<file path="config.mk">
export PLATFORM = sky130hd
export DESIGN_NAME = fetch_sequencer_flat
export DESIGN_NICKNAME = d
export VERILOG_FILES = /design/src/rtl/fetch_sequencer_if.sv /design/src/rtl/fetch_sequencer.sv /design/src/flat_wrapper.sv
export SDC_FILE = /design/constraint.sdc
export NUM_CORES = 1
export LEC_CHECK = 0
export CAP_MARGIN = 0
export CORE_MARGIN = 2
export CORE_UTILIZATION = 35
export DETAILED_ROUTE_END_ITERATION = 8
export GPL_ROUTABILITY_DRIVEN = 0
export SYNTH_ARGS = -nofsm -noshare
export SYNTH_HDL_FRONTEND = slang
export SYNTH_SLANG_ARGS = --single-unit
</file>
<file path="constraint.sdc">
create_clock -name inp_clk -period 3.5 [get_ports inp_clk]
set_input_delay 0.35 -clock inp_clk [delete_from_list [all_inputs] [get_ports inp_clk]]
set_output_delay 0.35 -clock inp_clk [all_outputs]
set_load 0.005 [all_outputs]
</file>
<file path="src/rtl/fetch_sequencer_if.sv">
// Instruction-memory bus: request/grant handshake plus in-order read response.
interface fetch_sequencer_if;
    logic        imem_req;
    logic [15:0] imem_addr;
    logic        imem_gnt;
    logic        imem_rvalid;
    logic [15:0] imem_rdata;

    // Fetch side drives requests and receives grants and read data.
    modport master (
        output imem_req,
        output imem_addr,
        input  imem_gnt,
        input  imem_rvalid,
        input  imem_rdata
    );

    // Memory side accepts requests and returns read data.
    modport slave (
        input  imem_req,
        input  imem_addr,
        output imem_gnt,
        output imem_rvalid,
        output imem_rdata
    );
endinterface

</file>
<file path="src/rtl/fetch_sequencer.sv">
// Instruction fetch sequencer: one outstanding memory request at a time,
// a 2-entry {pc, instruction} buffer toward the consumer, and a redirect
// (pcSrc) that flushes the buffer and drops any response still in flight.
module fetch_sequencer #(
    parameter logic [15:0] RESET_PC = 16'h0000,
    parameter logic [15:0] PC_STEP  = 16'h0001
) (
    input  logic               inp_clk,
    input  logic               inp_rst_n,
    input  logic               pcSrc,
    input  logic [15:0]        branchTarget_address,
    fetch_sequencer_if.master  imem,
    output logic [15:0]        instruction,
    output logic [15:0]        instr_pc,
    output logic               instr_valid,
    input  logic               instr_ready,
    output logic [15:0]        pc_address
);

    typedef enum logic [1:0] {
        FETCH   = 2'd0,
        WAIT    = 2'd1,
        DISCARD = 2'd2
    } state_t;

    state_t      state;
    state_t      state_next;
    logic [15:0] pc_next;
    logic [15:0] req_addr;      // address of the request currently in flight
    logic        capture;       // request accepted this cycle
    logic        push;
    logic        pop;
    logic        flush;

    logic [15:0] fifo_pc    [2];
    logic [15:0] fifo_instr [2];
    logic        rd_ptr;
    logic        wr_ptr;
    logic [1:0]  count;

    // Requests are masked while reset is held so the bus stays idle, and
    // a new request is only issued when the buffer has room for its data.
    assign imem.imem_req  = inp_rst_n && (state == FETCH) && (count < 2'd2);
    assign imem.imem_addr = pc_address;

    assign flush = pcSrc;
    assign pop   = instr_valid && instr_ready;

    // Next-state, next-PC and push decode for the fetch FSM.
    always_comb begin
        // NOTE: every output of this block gets a default first so no path leaves it unassigned and no latch is inferred.
        state_next = state;
        pc_next    = pc_address;
        capture    = 1'b0;
        push       = 1'b0;
        case (state)
            FETCH: begin
                if (imem.imem_req && imem.imem_gnt) begin
                    capture    = 1'b1;
                    state_next = pcSrc ? DISCARD : WAIT;
                    pc_next    = pc_address + PC_STEP;
                end
            end
            WAIT: begin
                if (imem.imem_rvalid) begin
                    state_next = FETCH;
                    push       = !pcSrc;
                end else if (pcSrc) begin
                    state_next = DISCARD;
                end
            end
            DISCARD: begin
                if (imem.imem_rvalid) begin
                    state_next = FETCH;
                end
            end
            default: state_next = FETCH;
        endcase
        // A redirect always wins over the sequential increment.
        if (pcSrc) begin
            pc_next = branchTarget_address;
        end
    end

    // FSM state, fetch PC and in-flight request address registers.
    always_ff @(posedge inp_clk or negedge inp_rst_n) begin
        if (!inp_rst_n) begin
            state      <= FETCH;
            pc_address <= RESET_PC;
            req_addr   <= 16'h0000;
        end else begin
            // NOTE: state registers use non-blocking assignments so every flop samples pre-edge values.
            state      <= state_next;
            pc_address <= pc_next;
            if (capture) begin
                req_addr <= pc_address;
            end
        end
    end

    // Buffer pointers and occupancy; a flush overrides any push or pop.
    always_ff @(posedge inp_clk or negedge inp_rst_n) begin
        if (!inp_rst_n) begin
            rd_ptr <= 1'b0;
            wr_ptr <= 1'b0;
            count  <= 2'd0;
        end else if (flush) begin
            rd_ptr <= 1'b0;
            wr_ptr <= 1'b0;
            count  <= 2'd0;
        end else begin
            if (push) begin
                wr_ptr <= ~wr_ptr;
            end
            if (pop) begin
                rd_ptr <= ~rd_ptr;
            end
            count <= count + {1'b0, push} - {1'b0, pop};
        end
    end

    // Buffer storage write port.
    // NOTE: the storage array has no reset; the head outputs are masked by instr_valid instead.
    always_ff @(posedge inp_clk) begin
        if (push) begin
            fifo_pc[wr_ptr]    <= req_addr;
            fifo_instr[wr_ptr] <= imem.imem_rdata;
        end
    end

    assign instr_valid = (count != 2'd0);
    assign instruction = instr_valid ? fifo_instr[rd_ptr] : 16'h0000;
    assign instr_pc    = instr_valid ? fifo_pc[rd_ptr]    : 16'h0000;

endmodule

</file>
<file path="src/flat_wrapper.sv">
// flat-port wrapper written by rule: the top's interface ports become plain ports
module fetch_sequencer_flat 
#(
    parameter logic [15:0] RESET_PC = 16'h0000,
    parameter logic [15:0] PC_STEP  = 16'h0001
)
  (inp_clk, inp_rst_n, pcSrc, branchTarget_address, instruction, instr_pc, instr_valid, instr_ready, pc_address, imem_imem_req, imem_imem_addr, imem_imem_gnt, imem_imem_rvalid, imem_imem_rdata);
  fetch_sequencer_if imem_i ();
  input  logic inp_clk;
  input  logic inp_rst_n;
  input  logic pcSrc;
  input  logic [15:0] branchTarget_address;
  output logic [15:0] instruction;
  output logic [15:0] instr_pc;
  output logic instr_valid;
  input  logic instr_ready;
  output logic [15:0] pc_address;
  output wire logic [$bits(imem_i.imem_req)-1:0] imem_imem_req;
  output wire logic [$bits(imem_i.imem_addr)-1:0] imem_imem_addr;
  input wire logic [$bits(imem_i.imem_gnt)-1:0] imem_imem_gnt;
  input wire logic [$bits(imem_i.imem_rvalid)-1:0] imem_imem_rvalid;
  input wire logic [$bits(imem_i.imem_rdata)-1:0] imem_imem_rdata;
  assign imem_imem_req = imem_i.imem_req;
  assign imem_imem_addr = imem_i.imem_addr;
  assign imem_i.imem_gnt = imem_imem_gnt;
  assign imem_i.imem_rvalid = imem_imem_rvalid;
  assign imem_i.imem_rdata = imem_imem_rdata;
  fetch_sequencer #(.RESET_PC(RESET_PC), .PC_STEP(PC_STEP)) u_core (.inp_clk(inp_clk), .inp_rst_n(inp_rst_n), .pcSrc(pcSrc), .branchTarget_address(branchTarget_address), .imem(imem_i), .instruction(instruction), .instr_pc(instr_pc), .instr_valid(instr_valid), .instr_ready(instr_ready), .pc_address(pc_address));
endmodule
</file>
==> results of run 1 <==
-- power by group through the flow --
stage	clock (mW)	combinational [mW]	sequential [mW]
global placement	0	1.20	1.73
finish	0.982	1.19	1.71
global route	1.06	1.32	1.74
detailed placement	0	1.22	1.74
CTS	1.01	1.22	1.72
floorplan	0	0.710	1.60
-- metrics by stage --
stage	cells	cell area [sq um]	util (%)	total power, mW	setup WS (ns)
after floorplan	328	4460	-	2.31	0.0257
after detailed placement	579	5550	44.4	2.96	1.22
after global routing	595	5850	46.7	4.12	0.762
after global placement	579	5550	44.4	2.92	1.27
after CTS	595	5850	46.7	3.95	0.859
final	595	5850	46.7	3.89	0.910
-- synth_stat cells (all sizes together) --
| cell | number | area [sq um] |
|---|---|---|
| clkbuf | 9 | 33.8 |
| a31oi | 2 | 12.5 |
| nand2 | 21 | 86.3 |
| a31o | 2 | 17.5 |
| nand2b | 2 | 12.5 |
| inv | 8 | 35.0 |
| edfxtp | 64 | 1920 |
| or4b | 1 | 13.8 |
| a21oi | 3 | 15.0 |
| or3 | 1 | 6.26 |
| or3b | 1 | 8.76 |
| nand3 | 5 | 25.0 |
| nor2b | 3 | 18.8 |
| and2 | 1 | 6.26 |
| buf | 21 | 163 |
| ha | 2 | 25.0 |
| a21boi | 1 | 7.51 |
| nand3b | 1 | 7.51 |
| nor3 | 8 | 40.0 |
| and3b | 1 | 8.76 |
| dfrtp | 38 | 951 |
| o31a | 1 | 8.76 |
| nand4 | 4 | 25.0 |
| o21ai | 16 | 80.1 |
| a22oi | 3 | 22.5 |
| mux2i | 36 | 360 |
| mux2 | 13 | 180 |
| nor4 | 5 | 91.3 |
| nor2 | 42 | 158 |
| xnor2 | 9 | 78.8 |
| xor2 | 4 | 35.0 |
-- worst max-delay path, stage by stage (launching register included) --
cell and delay (ns):
sky130_fd_sc_hd__dfrtp_2 1.01, sky130_fd_sc_hd__mux2i_1 0.23, sky130_fd_sc_hd__nor2_1 0.15, sky130_fd_sc_hd__clkdlybuf4s50_1 0.51
-- routing by layer --
layer / wire (um) / up-vias / global-route usage (%)
li1: - / 1337 / -
met1: 4250 / 1281 / 18.8
met2: 3920 / 76 / 20.8
met3: 434 / 6 / 2.83
met4: 89 / 0 / 4.71
met5: 0 / - / 0
-- state kept, by name, summed over array words and instances, names as in the netlist --
name                   cells
u_core.fifo_pc            32
u_core.count               2
u_core.rd_ptr              1
u_core.state               2
u_core.fifo_instr         32
u_core.imem.imem_addr     16
u_core.wr_ptr              1
u_core.req_addr           16
-- cells by family (layout without fill, tap and decap cells) --
group                      Yosys count  after routing  share of synthesized area [%]
DFF                                102            102                           64.5
and+or+nand+nor                     96             96                           11.4
muxes                               49             49                           12.1
buffers and inverters               38            133                           5.20
AOI/OAI and AO/OA                   28             28                           3.68
xor gates and xnor gates            13             13                           2.56
adders and majority gates            2              2                          0.562
-- layout by cell type (no fill, tap or decap), drive strengths merged --
cell type and n:
nand3 5, nor4 5, xnor2 9, clkbuf 9
o21ai 16, mux2i 36, and2 1, nand3b 1
inv 10, and3b 1, o31a 1, mux2 13
a31oi 2, clkinv 3, edfxtp 64, a22oi 3
or3b 1, clkinvlp 1, a21oi 3, bufinv 1
or4b 1, buf 7, clkdlybuf4s50 102, or3 1
a21boi 1, nand2 21, dfrtp 38, nand4 4
nor2 42, nor2b 3, nor3 8, xor2 4
nand2b 2, ha 2, a31o 2
-- worst min path at each step --
stage | to | cells past startpoint | startpoint
global route | u_core.imem.imem_addr[6]$_DFFE_PN0P_ | 2 | inp_rst_n
finish | u_core.imem.imem_addr[5]$_DFFE_PN0P_ | 2 | inp_rst_n
CTS | u_core.imem.imem_addr[9]$_DFFE_PN0P_ | 2 | inp_rst_n
detailed placement | u_core.fifo_pc[1][8]$_DFFE_PP_ | 0 | u_core.req_addr[8]$_DFFE_PN0P_
global placement | u_core.fifo_pc[0][5]$_DFFE_PP_ | 0 | u_core.req_addr[5]$_DFFE_PN0P_
floorplan | u_core.count[0]$_DFF_PN0_ | 0 | inp_rst_n
-- final cells by class --
type / instances / share of cell area, %
Multi-Input combinational cell: 188 / 23.2
Sequential cell: 102 / 49.1
Timing Repair Buffer: 109 / 18.3
Clock buffer: 9 / 3.85
Tap cell: 172 / 3.68
Clock inverter: 7 / 1.22
Inverter: 8 / 0.599
==> results.json, run 1 <==
{
  "post_drt_wl_per_cell_um": 14.6,
  "skew_ns": 0.00926,
  "ctsLongestPathBuffers": 2,
  "drt-total-wl_um": 8690,
  "crit_path_start": "u_core.rd_ptr$_DFFE_PN0P_",
  "drt-pass1-iter-count": 7,
  "clock_sink_count": 102,
  "timing.critical_path.to_type": "output port",
  "floorplan.die_area_sq_um": 13600,
  "syn_inst": 328,
  "cts_repair_resize_count": 0,
  "post_cts_buffers": 0,
  "global_route.usage.total_pct": 13.4,
  "measured_slew_at_the_worst_slew_check_pin_ns": 0.972,
  "pin_count_of_the_biggest_net_entering_global_routing": 39,
  "routed_via_density": 4.54,
  "floorplan.initialDensity_pct": 35.6,
  "worst_ir_drop_vdd_uv": 318,
  "synth.cell_area_sq_um": 4460,
  "clock.fmax_mhz": 386,
  "synthesis.area_per_instance_sq_um": 13.6,
  "critPathCapture": "instr_pc[1]",
  "cp-start-kind": "flip-flop",
  "min_period_over_period_pct": 74.0,
  "drv_cap": 0,
  "r2r-end": "u_core.imem.imem_addr[14]$_DFFE_PN0P_",
  "io_buffers": 103,
  "intPower_mw": 2.78,
  "vias": 2700,
  "ctsRootBufferMaster": "sky130_fd_sc_hd__clkbuf_16",
  "ys_types": 39,
  "die_w_um": 117,
  "rrSetupSlack_ns": 1.46,
  "timing.slew.headroom_pct": 35.2,
  "finalSetupViolCount": 0,
  "synthesis.nets": 368,
  "fillerInstances": 1196,
  "cts_tree": "done",
  "timing.final.crit_period_ns": 2.59,
  "cp_data_required_time_ns": 3.15,
  "cts_hold_buf": 0,
  "final-max-slew-violation-count": 0,
  "cp_data_arrival_time_ns": 2.24,
  "seq_area_sq_um": 2870,
  "tritoncts.num_buffers": 9,
  "multiInputGateArea_sq_um": 1360,
  "clock_power_share_pct": 25.3,
  "sequential_to_total_area_share_from_yosys_stat_pct": 64.5,
  "htree_num_levels": 3,
  "total_leakage_power_nw": 2.12,
  "worstHoldPathType": "in2async",
  "cts.reportedPaths.clkPinSlew_ns": 0.07,
  "switching_share_pct": 28.5,
  "detail_route.iter0.violations": 175,
  "layout_cell_share_with_drive_strength_beyond_1_pct": 11.6,
  "global_route_wire_length_before_repair_um": 13800,
  "globalRoute.totalOverflow": 0,
  "clk-insertion-delay-late_ns": 0.34,
  "die_h_um": 117,
  "timing.reg2reg.worst_path_depth": 4,
  "power_density_nw_per_um2": 664,
  "num-nets-final": 458,
  "hold_slack_ns": 0.109,
  "reg2reg_from": "u_core.imem.imem_addr[2]$_DFFE_PN0P_",
  "postSynthRegisterBits": 102,
  "grt_setup_unrepaired": "false",
  "dpl.hpwl_um": 5940,
  "grt_antenna_before_repair": 0,
  "grt_pass1_vias": 2722,
  "share_seq_of_total_power_pct": 44.1,
  "synth-warning-count": 0,
  "timing.setup.critical_path_class": "reg2out",
  "core.rowCount": 41,
  "design.core.area_sq_um": 12500,
  "syn_to_final_growth_pct": 31.3,
  "report.final.hold_viol_count": 0,
  "status": "completed",
  "antenna_left": 0,
  "worstPathMaxFanout": 33,
  "antenna_cells": 0,
  "p_switching_mw": 1.11,
  "route.detailed.drc": 0,
  "fin_tns_setup_ns": 0,
  "comb_power_share_pct": 30.6,
  "number_of_i_o_pins": 104
}
(Power assumes the default switching activity.)
==> run 2: changes to the inputs <==
Clock period 3.5 ns to 2.51 ns, I/O delays scaled along.
==> run 2 against run 1 <==
Compared with the run above:
- final cell count up 0.34%
- combinational power up 50%
- clock skew up 0.0020 ns
- non-clock buffer count up 2
- first-iteration DRC count down 0.57%
- critical path depth unchanged
- sequential power up 35%
- setup slack worse by 0.74 ns
- flip-flop and latch count unchanged
- design area up 0.73%
- register-to-register slack worse by 0.96 ns
- hold slack better by 0.35 ns
- critical endpoint is now imem_imem_req
==> results.json, run 2 (synthesized netlist as in run 1, its figures left out) <==
{
  "worstHoldStart": "branchTarget_address[9]",
  "status": "completed",
  "design.core.area_sq_um": 12500,
  "timing.slew.headroom_pct": 60.9,
  "pin_count_of_the_biggest_net_entering_global_routing": 39,
  "top_library_cells_by_usage_in_the_layout_fill_and_taps_aside": "sky130_fd_sc_hd__clkdlybuf4s50_1 (102), sky130_fd_sc_hd__edfxtp_1 (64), sky130_fd_sc_hd__nor2_1 (41)",
  "final_cells": 597,
  "drt-total-wl_um": 8730,
  "cts_tree": "done",
  "measured_slew_at_the_worst_slew_check_pin_ns": 0.581,
  "dpl.hpwl_um": 5900,
  "cts_hold_buf": 1,
  "clk-insertion-delay-late_ns": 0.33,
  "final-max-slew-violation-count": 0,
  "crit_path_cell_trace": "or4b_4, inv_6, clkdlybuf4s50_1",
  "floorplan.die_area_sq_um": 13600,
  "timing.hold.worst_endpoint": "u_core.imem.imem_addr[9]$_DFFE_PN0P_",
  "clock_sink_count": 102,
  "ctsRootBufferMaster": "sky130_fd_sc_hd__clkbuf_16",
  "min_period_over_period_pct": 93.1,
  "hold_slack_ns": 0.463,
  "finish.utilization_pct": 47.1,
  "p_switching_mw": 1.55,
  "timing.reg2reg.worst_path_depth": 4,
  "min_delay_path_depth": 3,
  "cp-start-kind": "flip-flop",
  "grt_pass1_vias": 2809,
  "reg2reg_from": "u_core.count[1]$_DFF_PN0_",
  "share_seq_of_total_power_pct": 42.4,
  "layout_top_registers": "u_core.fifo_instr x32, u_core.fifo_pc x32",
  "leading_cell_type_in_the_layout_fill_and_taps_excluded": "sky130_fd_sc_hd__clkdlybuf4s50_1",
  "timing.critical_path.slowest_stage_cell": "sky130_fd_sc_hd__or4b_4",
  "die_h_um": 117,
  "top_delay_family_on_crit_path": "simple AND/OR/NAND/NOR gates",
  "clock_power_share_pct": 24.7,
  "global_route_wire_length_before_repair_um": 13900,
  "globalRoute.totalOverflow": 0,
  "global_route.usage.total_pct": 13.2,
  "m1WireLength_um": 4250,
  "total_leakage_power_nw": 2.14,
  "die_w_um": 117,
  "ctsLongestPathBuffers": 2,
  "wl_met3_um": 390,
  "rrSetupSlack_ns": 0.50,
  "post_drt_wl_per_cell_um": 14.6,
  "clock.fmax_mhz": 428,
  "finalSetupViolCount": 0,
  "detail_route.iter0.violations": 174,
  "timing.setup.critical_path_class": "reg2out",
  "worstPathMaxFanout": 11,
  "uppermost_layer_routed": "met4",
  "comb_power_share_pct": 32.9,
  "report.final.hold_viol_count": 0,
  "routed_via_density": 4.51,
  "power_density_nw_per_um2": 918,
  "worstHoldPathType": "in2reg",
  "htree_num_levels": 3,
  "worst-path-buf-inv": 2,
  "worst_ir_drop_vdd_uv": 352,
  "cp_data_required_time_ns": 2.26,
  "tritoncts.num_buffers": 9,
  "antenna_left": 0,
  "num-nets-final": 460,
  "r2r-end": "u_core.imem.imem_addr[14]$_DFFE_PN0P_",
  "floorplan.initialDensity_pct": 35.6,
  "antenna_cells": 0,
  "routed-wl-met2_um": 3980,
  "drt-pass1-iter-count": 4,
  "route.detailed.drc": 0,
  "fin_tns_setup_ns": 0,
  "cts_repair_resize_count": 0,
  "cts.reportedPaths.clkPinSlew_ns": 0.07,
  "switching_share_pct": 28.7,
  "post_cts_buffers": 0,
  "intPower_mw": 3.86,
  "layout_cell_share_with_drive_strength_beyond_1_pct": 11.5,
  "timing.final.crit_period_ns": 2.34,
  "placed_cells_incl_taps": 580,
  "slowest_delay_ns": 0.70,
  "syn_to_final_growth_pct": 32.3,
  "skew_ns": 0.0112,
  "grt_setup_unrepaired": "false",
  "vias": 2693,
  "timing.critical_path.to_type": "output port",
  "io_buffers": 103,
  "cp_data_arrival_time_ns": 2.09,
  "core.rowCount": 41,
  "drv_cap": 0,
  "number_of_i_o_pins": 104,
  "grt_antenna_before_repair": 0
}
run 2: per-stage QoR:
stage               power [mW]  instance area [sq um]  worst slack, ns
detailed placement        4.15                   5590            0.273
global placement          4.11                   5590            0.362
finish                    5.41                   5890            0.173
CTS                       5.49                   5890            0.160
floorplan                 3.22                   4460            0.103
global route              5.73                   5890           0.0972
run 2: per-layer routing:
| metal | vias to the layer above | track usage, % |
|---|---|---|
| li1 | 1337 | - |
| met1 | 1258 | 18.3 |
| met2 | 87 | 21.0 |
| met3 | 11 | 2.52 |
| met4 | 0 | 4.71 |
| met5 | - | 0 |
run 2: power groups by stage:
stage	Sequential (mW)	Clock [mW]	Combinational, mW
2_1_floorplan	2.23	0	0.991
3_3_place_gp	2.31	0	1.80
3_5_place_dp	2.33	0	1.82
4_1_cts	2.30	1.37	1.83
5_1_grt	2.34	1.44	1.95
6_report	2.30	1.34	1.78
run 2: cell type report:
type	count	area (sq um)
clock buffers	12	262
clock inverters	4	28.8
fillers	1206	6620
inverters	8	35.0
multi-input cells	188	1370
flip-flops and latches	102	2870
well taps	172	215
repair buffers	111	1110
run 2: worst max path at each step:
stage	startpoint	slack (ns)	depth (start not counted)	to
finish	u_core.count[1]$_DFF_PN0_	0.17	3	imem_imem_req
CTS	u_core.count[1]$_DFF_PN0_	0.16	3	imem_imem_req
global route	u_core.count[1]$_DFF_PN0_	0.1	3	imem_imem_req
global placement	imem_imem_rvalid	0.36	8	u_core.count[1]$_DFF_PN0_
detailed placement	imem_imem_rvalid	0.27	8	u_core.count[1]$_DFF_PN0_
floorplan	pcSrc	0.10	3	u_core.fifo_instr[0][0]$_DFFE_PP_
run 2: tightest hold or removal path, stage by stage:
cell and delay [ns]:
sky130_fd_sc_hd__clkdlybuf4s50_1 0.39, sky130_fd_sc_hd__nand2_1 0.06, sky130_fd_sc_hd__o21ai_1 0.05
